===== src/rtl/muldiv_unit.sv =====
// Iterative radix-2 RV M-extension multiply/divide engine with stall request and EX flush.
// Optional FAST_MUL_EN: single-cycle combinational multiply; divides stay iterative.
module muldiv_unit #(
  parameter int XLEN = 32
) (
  input  logic            clk,
  input  logic            reset,
  input  logic            start,
  input  logic [2:0]      funct3,
  input  logic [XLEN-1:0] srcA,
  input  logic [XLEN-1:0] srcB,
  input  logic            flush,
  output logic            busy,
  output logic            done,
  output logic [XLEN-1:0] result,
  output logic            stall_req
);

  localparam int CNT_W = $clog2(XLEN) + 1;

  typedef enum logic [1:0] {S_IDLE, S_BUSY, S_DONE} state_t;

  state_t              state_q, state_d;
  logic [2:0]          op_q, op_d;
  logic [XLEN-1:0]     opb_q, opb_d;
  logic [2*XLEN-1:0]   acc_q, acc_d;
  logic [CNT_W-1:0]    cnt_q, cnt_d;
  logic                neg_res_q, neg_res_d;
  logic                neg_rem_q, neg_rem_d;
  logic [XLEN-1:0]     result_q, result_d;

  logic                is_div, a_signed, b_signed, a_neg, b_neg;
  logic [XLEN-1:0]     a_mag, b_mag, special_res;
  logic                div_zero, div_ovf;
  logic [XLEN:0]       mul_sum, rem_sh, rem_new;
  logic                div_ge;
  logic [2*XLEN-1:0]   step;

  // Sign correction and high/low selection applied to a magnitude result.
  function automatic logic [XLEN-1:0] fixup(input logic [2:0] op, input logic [2*XLEN-1:0] acc,
                                            input logic neg_res, input logic neg_rem);
    logic [2*XLEN-1:0] prod;
    logic [XLEN-1:0]   quot;
    logic [XLEN-1:0]   rem;
    prod = neg_res ? -acc : acc;
    quot = neg_res ? -acc[XLEN-1:0] : acc[XLEN-1:0];
    rem  = neg_rem ? -acc[2*XLEN-1:XLEN] : acc[2*XLEN-1:XLEN];
    if (!op[2]) fixup = (op[1:0] == 2'b00) ? prod[XLEN-1:0] : prod[2*XLEN-1:XLEN];
    else        fixup = op[1] ? rem : quot;
  endfunction

  always_comb begin
    is_div      = funct3[2];
    a_signed    = is_div ? ~funct3[0] : (funct3[1:0] == 2'b01 || funct3[1:0] == 2'b10);
    b_signed    = is_div ? ~funct3[0] : (funct3[1:0] == 2'b01);
    a_neg       = a_signed & srcA[XLEN-1];
    b_neg       = b_signed & srcB[XLEN-1];
    a_mag       = a_neg ? -srcA : srcA;
    b_mag       = b_neg ? -srcB : srcB;
    div_zero    = is_div & (srcB == '0);
    div_ovf     = is_div & ~funct3[0] & (srcA == {1'b1, {(XLEN-1){1'b0}}}) & (srcB == '1);
    if (div_zero) special_res = funct3[1] ? srcA : '1;
    else          special_res = funct3[1] ? '0 : srcA;
  end

  // acc holds {partial product, multiplier} or {partial remainder, dividend/quotient}.
  always_comb begin
    mul_sum = {1'b0, acc_q[2*XLEN-1:XLEN]} + (acc_q[0] ? {1'b0, opb_q} : {(XLEN+1){1'b0}});
    rem_sh  = acc_q[2*XLEN-1:XLEN-1];
    div_ge  = (rem_sh >= {1'b0, opb_q});
    rem_new = div_ge ? (rem_sh - {1'b0, opb_q}) : rem_sh;
    if (op_q[2]) step = {rem_new[XLEN-1:0], acc_q[XLEN-2:0], div_ge};
    else         step = {mul_sum, acc_q[XLEN-1:1]};
  end

  always_ff @(posedge clk or negedge reset) begin
    if (!reset) begin
      state_q   <= S_IDLE;
      op_q      <= '0;
      opb_q     <= '0;
      acc_q     <= '0;
      cnt_q     <= '0;
      neg_res_q <= 1'b0;
      neg_rem_q <= 1'b0;
      result_q  <= '0;
    end else begin
      state_q   <= state_d;
      op_q      <= op_d;
      opb_q     <= opb_d;
      acc_q     <= acc_d;
      cnt_q     <= cnt_d;
      neg_res_q <= neg_res_d;
      neg_rem_q <= neg_rem_d;
      result_q  <= result_d;
    end
  end

  always_comb begin
    state_d   = state_q;
    op_d      = op_q;
    opb_d     = opb_q;
    acc_d     = acc_q;
    cnt_d     = cnt_q;
    neg_res_d = neg_res_q;
    neg_rem_d = neg_rem_q;
    result_d  = result_q;
    case (state_q)
      S_IDLE: begin
        if (start) begin
          op_d      = funct3;
          opb_d     = b_mag;
          acc_d     = {{XLEN{1'b0}}, a_mag};
          cnt_d     = '0;
          neg_res_d = a_neg ^ b_neg;
          neg_rem_d = a_neg;
          if (div_zero || div_ovf) begin
            state_d  = S_DONE;
            result_d = special_res;
          end
`ifdef FAST_MUL_EN
          else if (!is_div) begin
            state_d  = S_DONE;
            result_d = fixup(funct3, {{XLEN{1'b0}}, a_mag} * {{XLEN{1'b0}}, b_mag},
                             a_neg ^ b_neg, a_neg);
          end
`endif
          else begin
            state_d = S_BUSY;
          end
        end
      end
      S_BUSY: begin
        acc_d = step;
        cnt_d = cnt_q + CNT_W'(1);
        if (cnt_q == CNT_W'(XLEN-1)) begin
          state_d  = S_DONE;
          result_d = fixup(op_q, step, neg_res_q, neg_rem_q);
        end
      end
      S_DONE:  state_d = S_IDLE;
      default: state_d = S_IDLE;
    endcase
    // Flush wins over everything, including a start in the same cycle.
    if (flush) begin
      state_d  = S_IDLE;
      result_d = result_q;
    end
  end

  always_comb begin
    busy      = (state_q == S_BUSY);
    done      = (state_q == S_DONE) & ~flush;
    result    = result_q;
    stall_req = reset & ~flush & (((state_q == S_IDLE) & start) | (state_q == S_BUSY));
  end

endmodule


===== config.mk =====
export PLATFORM = sky130hd
export DESIGN_NAME = muldiv_unit
export DESIGN_NICKNAME = d
export VERILOG_FILES = /design/src/rtl/muldiv_unit.sv
export SDC_FILE = /design/constraint.sdc
export NUM_CORES = 1
export LEC_CHECK = 0
export BUFFER_PORTS_ARGS = -buffer_cell sky130_fd_sc_hd__buf_2
export CORE_UTILIZATION = 42
export CTS_CLUSTER_DIAMETER = 50
export DETAILED_ROUTE_END_ITERATION = 10
export SKIP_LAST_GASP = 1
export SYNTH_ARGS = -nofsm -noshare
export SYNTH_HDL_FRONTEND = slang
export SYNTH_SLANG_ARGS = --single-unit

===== constraint.sdc =====
create_clock -name clk -period 5.8 [get_ports clk]
set_clock_uncertainty 0.2 [all_clocks]
set_input_delay 0.29 -clock clk [delete_from_list [all_inputs] [get_ports clk]]
set_output_delay 0.29 -clock clk [all_outputs]
set_load 0.1 [all_outputs]

### Word-level counts from Yosys, hierarchy flattened

Cells that the tools add are included.

* flip-flop bits (word level): 141
* bits of input ports: 71
* word-level logic and storage cells: 82

* bitwise gates (word level): 14
* $lt $le $gt $ge: 1
* muxes and demuxes: 29
* reductions and logical operators: 10
* equal/unequal tests: 12
* add/sub/neg operators: 8

Operators with widths (count)
* $mux 32: 15
* $mux 64: 3
* $neg 32->32: 4
* $pmux 64 s2: 1
* $eq 32x32->1 const B: 2
* $neg 64->64: 1
* $pmux 32 s2: 1
* $add 32x32->33: 1
* $ge 33x32->1: 1
* $logic_not 32->1: 1
* $sub 32x32->32: 1
* $pmux 6 s2: 1
* $and 1x1->1: 10
* $mux 2: 4
* $add 6x1->6 const B: 1
* $eq 6x5->1 const B: 1
* $mux 6: 1
* $reduce_and 2->1: 3
* $reduce_and 5->1: 1
* $eq 2x1->1 const B: 2
* $eq 2x2->1 const B: 2
* $logic_not 2->1: 2
* $ne 2x2->1 const B: 2
* $pmux 2 s2: 1
* other kinds (9): 12

### Depth between registers and ports, before layout

* depth after elaboration: 9
* depth in mapped cells: 22
* gate-level depth less buffers: 20

### Least setup slack after synthesis

Ideal clock, no wire load.

* kind: register -> register
* start: register acc_q[57]
* end: register result_q[20], in the netlist result[20]
* setup time: 0.122 ns
* arrival time: 4.862 ns
* stages on the path, launching flop included: 21
* path slack: 0.616 ns
* buffers on the path: 1
* data required time: 5.478 ns
* period minus slack after synthesis: 5.184 ns
* path through: dfrtp_1 ha_1 a21oi_2 o21ai_2 a2111o_1 a211o_4 buf_2 o21ai_0 a21boi_0 ha_1 o21ai_0 nand3b_1 or2_2 nor2_1 nand2_1 nor4b_2 nand3_1 o41ai_1 xor2_1 o221ai_1 a22o_1

* longest elaborated chain between the ends: 9
* elaborated cells between the ends (all ways): 14

RTL lines
* start, declared: line 26 `logic [2*XLEN-1:0] acc_q, acc_d;`
* start signal, assigned: line 81 `acc_q <= '0;`
* start signal, assigned: line 90 `acc_q <= acc_d;`
* $ge 33x32->1 (*): line 70 `div_ge = (rem_sh >= {1'b0, opb_q});`
* $mux 32: line 71 `rem_new = div_ge ? (rem_sh - {1'b0, opb_q}) : rem_sh;`
* $mux 64 (*): line 72 `if (op_q[2]) step = {rem_new[XLEN-1:0], acc_q[XLEN-2:0], div_ge};`
* $neg 64->64 or $neg 32->32 (tied branches): line 45, 47
* $mux 64 or $mux 32 (tied branches): line 45, 47
* $mux 32, on equally long branches: line 48, 49
* $mux 32 (*): line 48 `if (!op[2]) fixup = (op[1:0] == 2'b00) ? prod[XLEN-1:0] : prod[2*XLEN-1:XLEN];`
* $mux 32 (*): line 135 `if (cnt_q == CNT_W'(XLEN-1)) begin`
* $pmux 32 s2 (*): line 107 `case (state_q)`
* end signal, assigned: line 94 `result_q <= result_d;`
* end, declared: line 30 `logic [XLEN-1:0] result_q, result_d;`

Every way passes the cells marked *; elsewhere a longest branch is shown, timed or not. The select of a mux whose other input is x is not followed.
A chain may end at the register's enable or synchronous reset.

### Worst setup path after layout

* start: register acc_q[0]
* end: register result_q[15], in the netlist result[15]

* longest elaborated chain between the ends: 9
* elaborated cells between the ends (all ways): 14

RTL lines
* $mux 32: line 68 `mul_sum = {1'b0, acc_q[2*XLEN-1:XLEN]} + (acc_q[0] ? {1'b0, opb_q} : {(XLEN+1){1'b0}});`
* $add 32x32->33: line 68
* $mux 64 (*): line 72
* $neg 64->64 or $neg 32->32 (tied branches): line 45, 47
* $mux 64 or $mux 32 (tied branches): line 45, 47
* $mux 32, on equally long branches: line 48, 49
* $mux 32 (*): line 48
* $mux 32 (*): line 135
* $pmux 32 s2 (*): line 107

Marks and branches as above.

==> flow_summary.json <==
{
  "finalSetupViolations": 0,
  "power_density_nw_per_um2": 611,
  "io_pins": 106,
  "firstDrtPassIters": 6,
  "via_count": 18100,
  "crit_path_top_delay_cell": "dfrtp_1",
  "slew-limit-headroom": 0.317,
  "fin_util": 0.483,
  "final.setup.tns_ns": 0,
  "hp-class": "in2reg",
  "die_area_um2": 39600,
  "worst_ep_required_time_ns": 5.93,
  "cts_sinks": 141,
  "tritoncts": "yes",
  "timing.critical_path.buf_inv": 1,
  "hold_violations": 0,
  "ant_nets": 0,
  "grt_pass1_vias": 16600,
  "worst_slack_ns": 0.181,
  "yosysTopAreaCell": "dfrtp_1",
  "row_count": 71,
  "cp_slowest_stage_delay_ns": 0.61,
  "final.min_clock_period_ns": 5.62,
  "run_status": "complete, no violations",
  "syn_avg_cell_area_um2": 7.51,
  "post_synth_num_cell_types": 121,
  "htreeDepth": 4,
  "fmaxAchievable_ghz": 0.178,
  "synthTopCellsByArea": "dfrtp_1, o21ai_0, nand2_1, ha_1, a21oi_1",
  "start_util": 0.430,
  "viasPerCell": 6.50,
  "synth-seq-cells": 141,
  "vdd_drop_max_mv": 0.302,
  "rsz0062_at_grt": "yes",
  "tightest_slew_ns": 1.02,
  "dp_worst_setup_slack_ns": 0.189,
  "grt_pass1_wl_mm": 103,
  "place_congestion": 1.03,
  "power.static_leakage_nw": 7.51,
  "synth_top_area_frac": 0.216,
  "final_cell_area_um2": 18300,
  "ys_seq_area_frac": 0.216,
  "grt_max_degree": 103,
  "async_flop_share": 1.00,
  "crit_path_cell_trace": "buf_4 -> and2_1 -> ha_1 -> and2b_1 -> o211ai_1 -> a21oi_1 -> o21ai_0 -> nor3b_1 -> o21ai_0 -> a211oi_2 -> nand3_2 -> o21ai_0 -> xor2_1 -> a221oi_1 -> nor3_1",
  "timing_worst_setup_path_type": "reg2reg",
  "synthesis.nets": 2314,
  "dp_hpwl_mm": 51.8,
  "areaGrowthSynthToFinish_pct": 12.3,
  "drive_gt1_frac": 0.132,
  "io_buffers": 105,
  "netlist_instances": 2170,
  "remaining_drc_errors": 0,
  "cts_buffer_depth": 2,
  "yosys_warnings": 0,
  "place_area_um2": 17500,
  "crit_arrival_ns": 5.75,
  "grt_usage": 0.344,
  "wl_per_cell_um": 24.4,
  "timing.final.crit_share": 0.969,
  "crit_fanout": 13,
  "synthFlopType": "dfrtp_1",
  "path_clk_slew_ns": 0.07,
  "coreArea_um2": 37900,
  "path_delay_family": "compound AO/OA/AOI/OAI gates",
  "critical_path.most_common_cell": "o21ai_0",
  "drt_wl_total_mm": 67.9,
  "drv_slew": 0,
  "root_buffer": "clkbuf_16",
  "cap_violations": 0,
  "start_kind": "flop",
  "syn_area_um2": 16300,
  "die_y_um": 199,
  "synth_edf_count": 0,
  "fin_nets": 2399,
  "fillerInstances": 3795,
  "cts_buffers": 17,
  "grt_overflow": 0,
  "die_x_um": 199,
  "drt-initial-drc-count": 2026,
  "cp-end-kind": "flop",
  "antenna_found_initial": 4,
  "antenna_cells": 0,
  "clk_latency_ns": 0.46
}
cells by family (layout without fill, tap and decap cells):
logic type | count (synthesis) | in the layout | synth area share
DFF | 141 | 141 | 0.216
xor gates and xnor gates | 154 | 154 | 0.0827
adders and majority gates | 97 | 97 | 0.0717
buffers and inverters | 210 | 308 | 0.0539
AOI/OAI and AO/OA | 714 | 714 | 0.295
muxes | 54 | 54 | 0.0339
and+or+nand+nor | 800 | 800 | 0.247
cell type report:
type	instances	area [µm²]	area share
sequential	141	3530	0.193
clock inverter	14	145	0.00793
clock buffer	18	439	0.0240
multi-input combinational	1819	12000	0.654
timing repair buffer	199	1290	0.0703
tap	511	639	0.0349
inverter	77	289	0.0158
where the power goes:
group,internal [mW],total [mW],leakage [nW],switching [mW]
Sequential,1.36,1.81,1.77,0.449
Combinational,2.63,8.24,5.46,5.61
Clock,0.617,1.15,0.279,0.534
path summary, 6_finish.rpt:
check	startpoint	endpoint	slack [ns]	cells past startpoint
min	srcA[25]	acc_q[25]	0.02	3
max	acc_q[0]	result[15]	0.18	15
min in group asynchronous	reset	result[21]	0.08	2
min reg2reg	result[1]	result[1]	0.28	2
max reg2reg	acc_q[0]	result[15]	0.18	15
max in group asynchronous	reset	op_q[2]	4.11	3
stage by stage:
stage	hold slack, ns	instances	total power [mW]
after global placement	-0.00207	2727	9.67
after global routing	0.0329	2779	11.8
after floorplan	-0.206	2170	7.24
final	0.0233	2779	11.2
after detailed placement	-0.00267	2727	9.74
after CTS	0.00425	2779	10.9
cells in the final DEF (no fill, tap or decap), types with 9 or more instances in the layout:
cell type      synthesis  routed
a21oi_1              144     143
nand2_1              265     264
or4_1                 13      13
nor4_1                10       9
and2_1                49      49
o211ai_1              21      21
o21ai_0              210     209
a211oi_1              17      17
maj3_1                24      24
a31oi_1               27      27
or2_2                 15      15
nor2_1               119     117
o31ai_1               40      40
o21ai_1                9       9
a21o_1                28      28
nand3_1               87      87
a21boi_0              11      10
inv_1                 74      73
a221oi_1               9       9
nor3_1                66      66
and3_1                17      17
dlygate4sd3_1          0      20
ha_1                  71      71
buf_4                  5      74
or3_1                 35      35
nor3b_1               14      14
clkbuf_16              0      17
xnor2_1               81      81
xor2_1                73      73
o221ai_1              40      40
nor2b_1                9       9
a22oi_1                9       9
dfrtp_1              141     140
o21a_1                20      20
buf_2                 33     104
mux2i_1               47      47
nand4_1               38      38
nand2b_1              11      10
worst min-delay path: cells and delay by family:
family | cells | cell delay [ns]
XOR/XNOR | 1 | 0.08
buffers and inverters | 1 | 0.13
AO/OA/AOI/OAI | 1 | 0.16
layer usage:
| layer | share of wire | up-vias | global-route usage | wire length, µm |
|---|---|---|---|---|
| li1 | - | 8221 | - | - |
| met1 | 0.43 | 8694 | 0.487 | 29400 |
| met2 | 0.42 | 989 | 0.493 | 28200 |
| met3 | 0.11 | 152 | 0.0905 | 7620 |
| met4 | 0.039 | 4 | 0.132 | 2620 |
| met5 | 0.00040 | - | 0 | 27 |
repair_timing:
item                                    4_1_cts  5_1_grt
setup buffers                                 0        0
hold buffers                                 20        0
hold endpoints to repair                     44        0
endpoints found under the setup margin        0        5
gates resized for setup                       0        6
synth_stat cells (all sizes together) (14+ instances only):
library cell,number
a211oi,21
a21o,28
a21oi,149
a31oi,27
and2,50
and3,18
buf,48
clkbuf,85
dfrtp,141
ha,71
inv,76
maj3,24
mux2i,47
nand2,266
nand3,88
nand4,38
nor2,120
nor3,66
nor3b,16
o211ai,22
o21a,20
o21ai,220
o221ai,41
o31ai,44
or2,22
or3,35
or4,14
xnor2,81
xor2,73
state kept, by name, summed over array words and instances, names as in the netlist:
register	flops
cnt_q	6
acc_q	64
neg_rem_q	1
state_q	2
op_q	3
result	32
neg_res_q	1
opb_q	32
No activity file was read; power rests on OpenSTA's default activity.
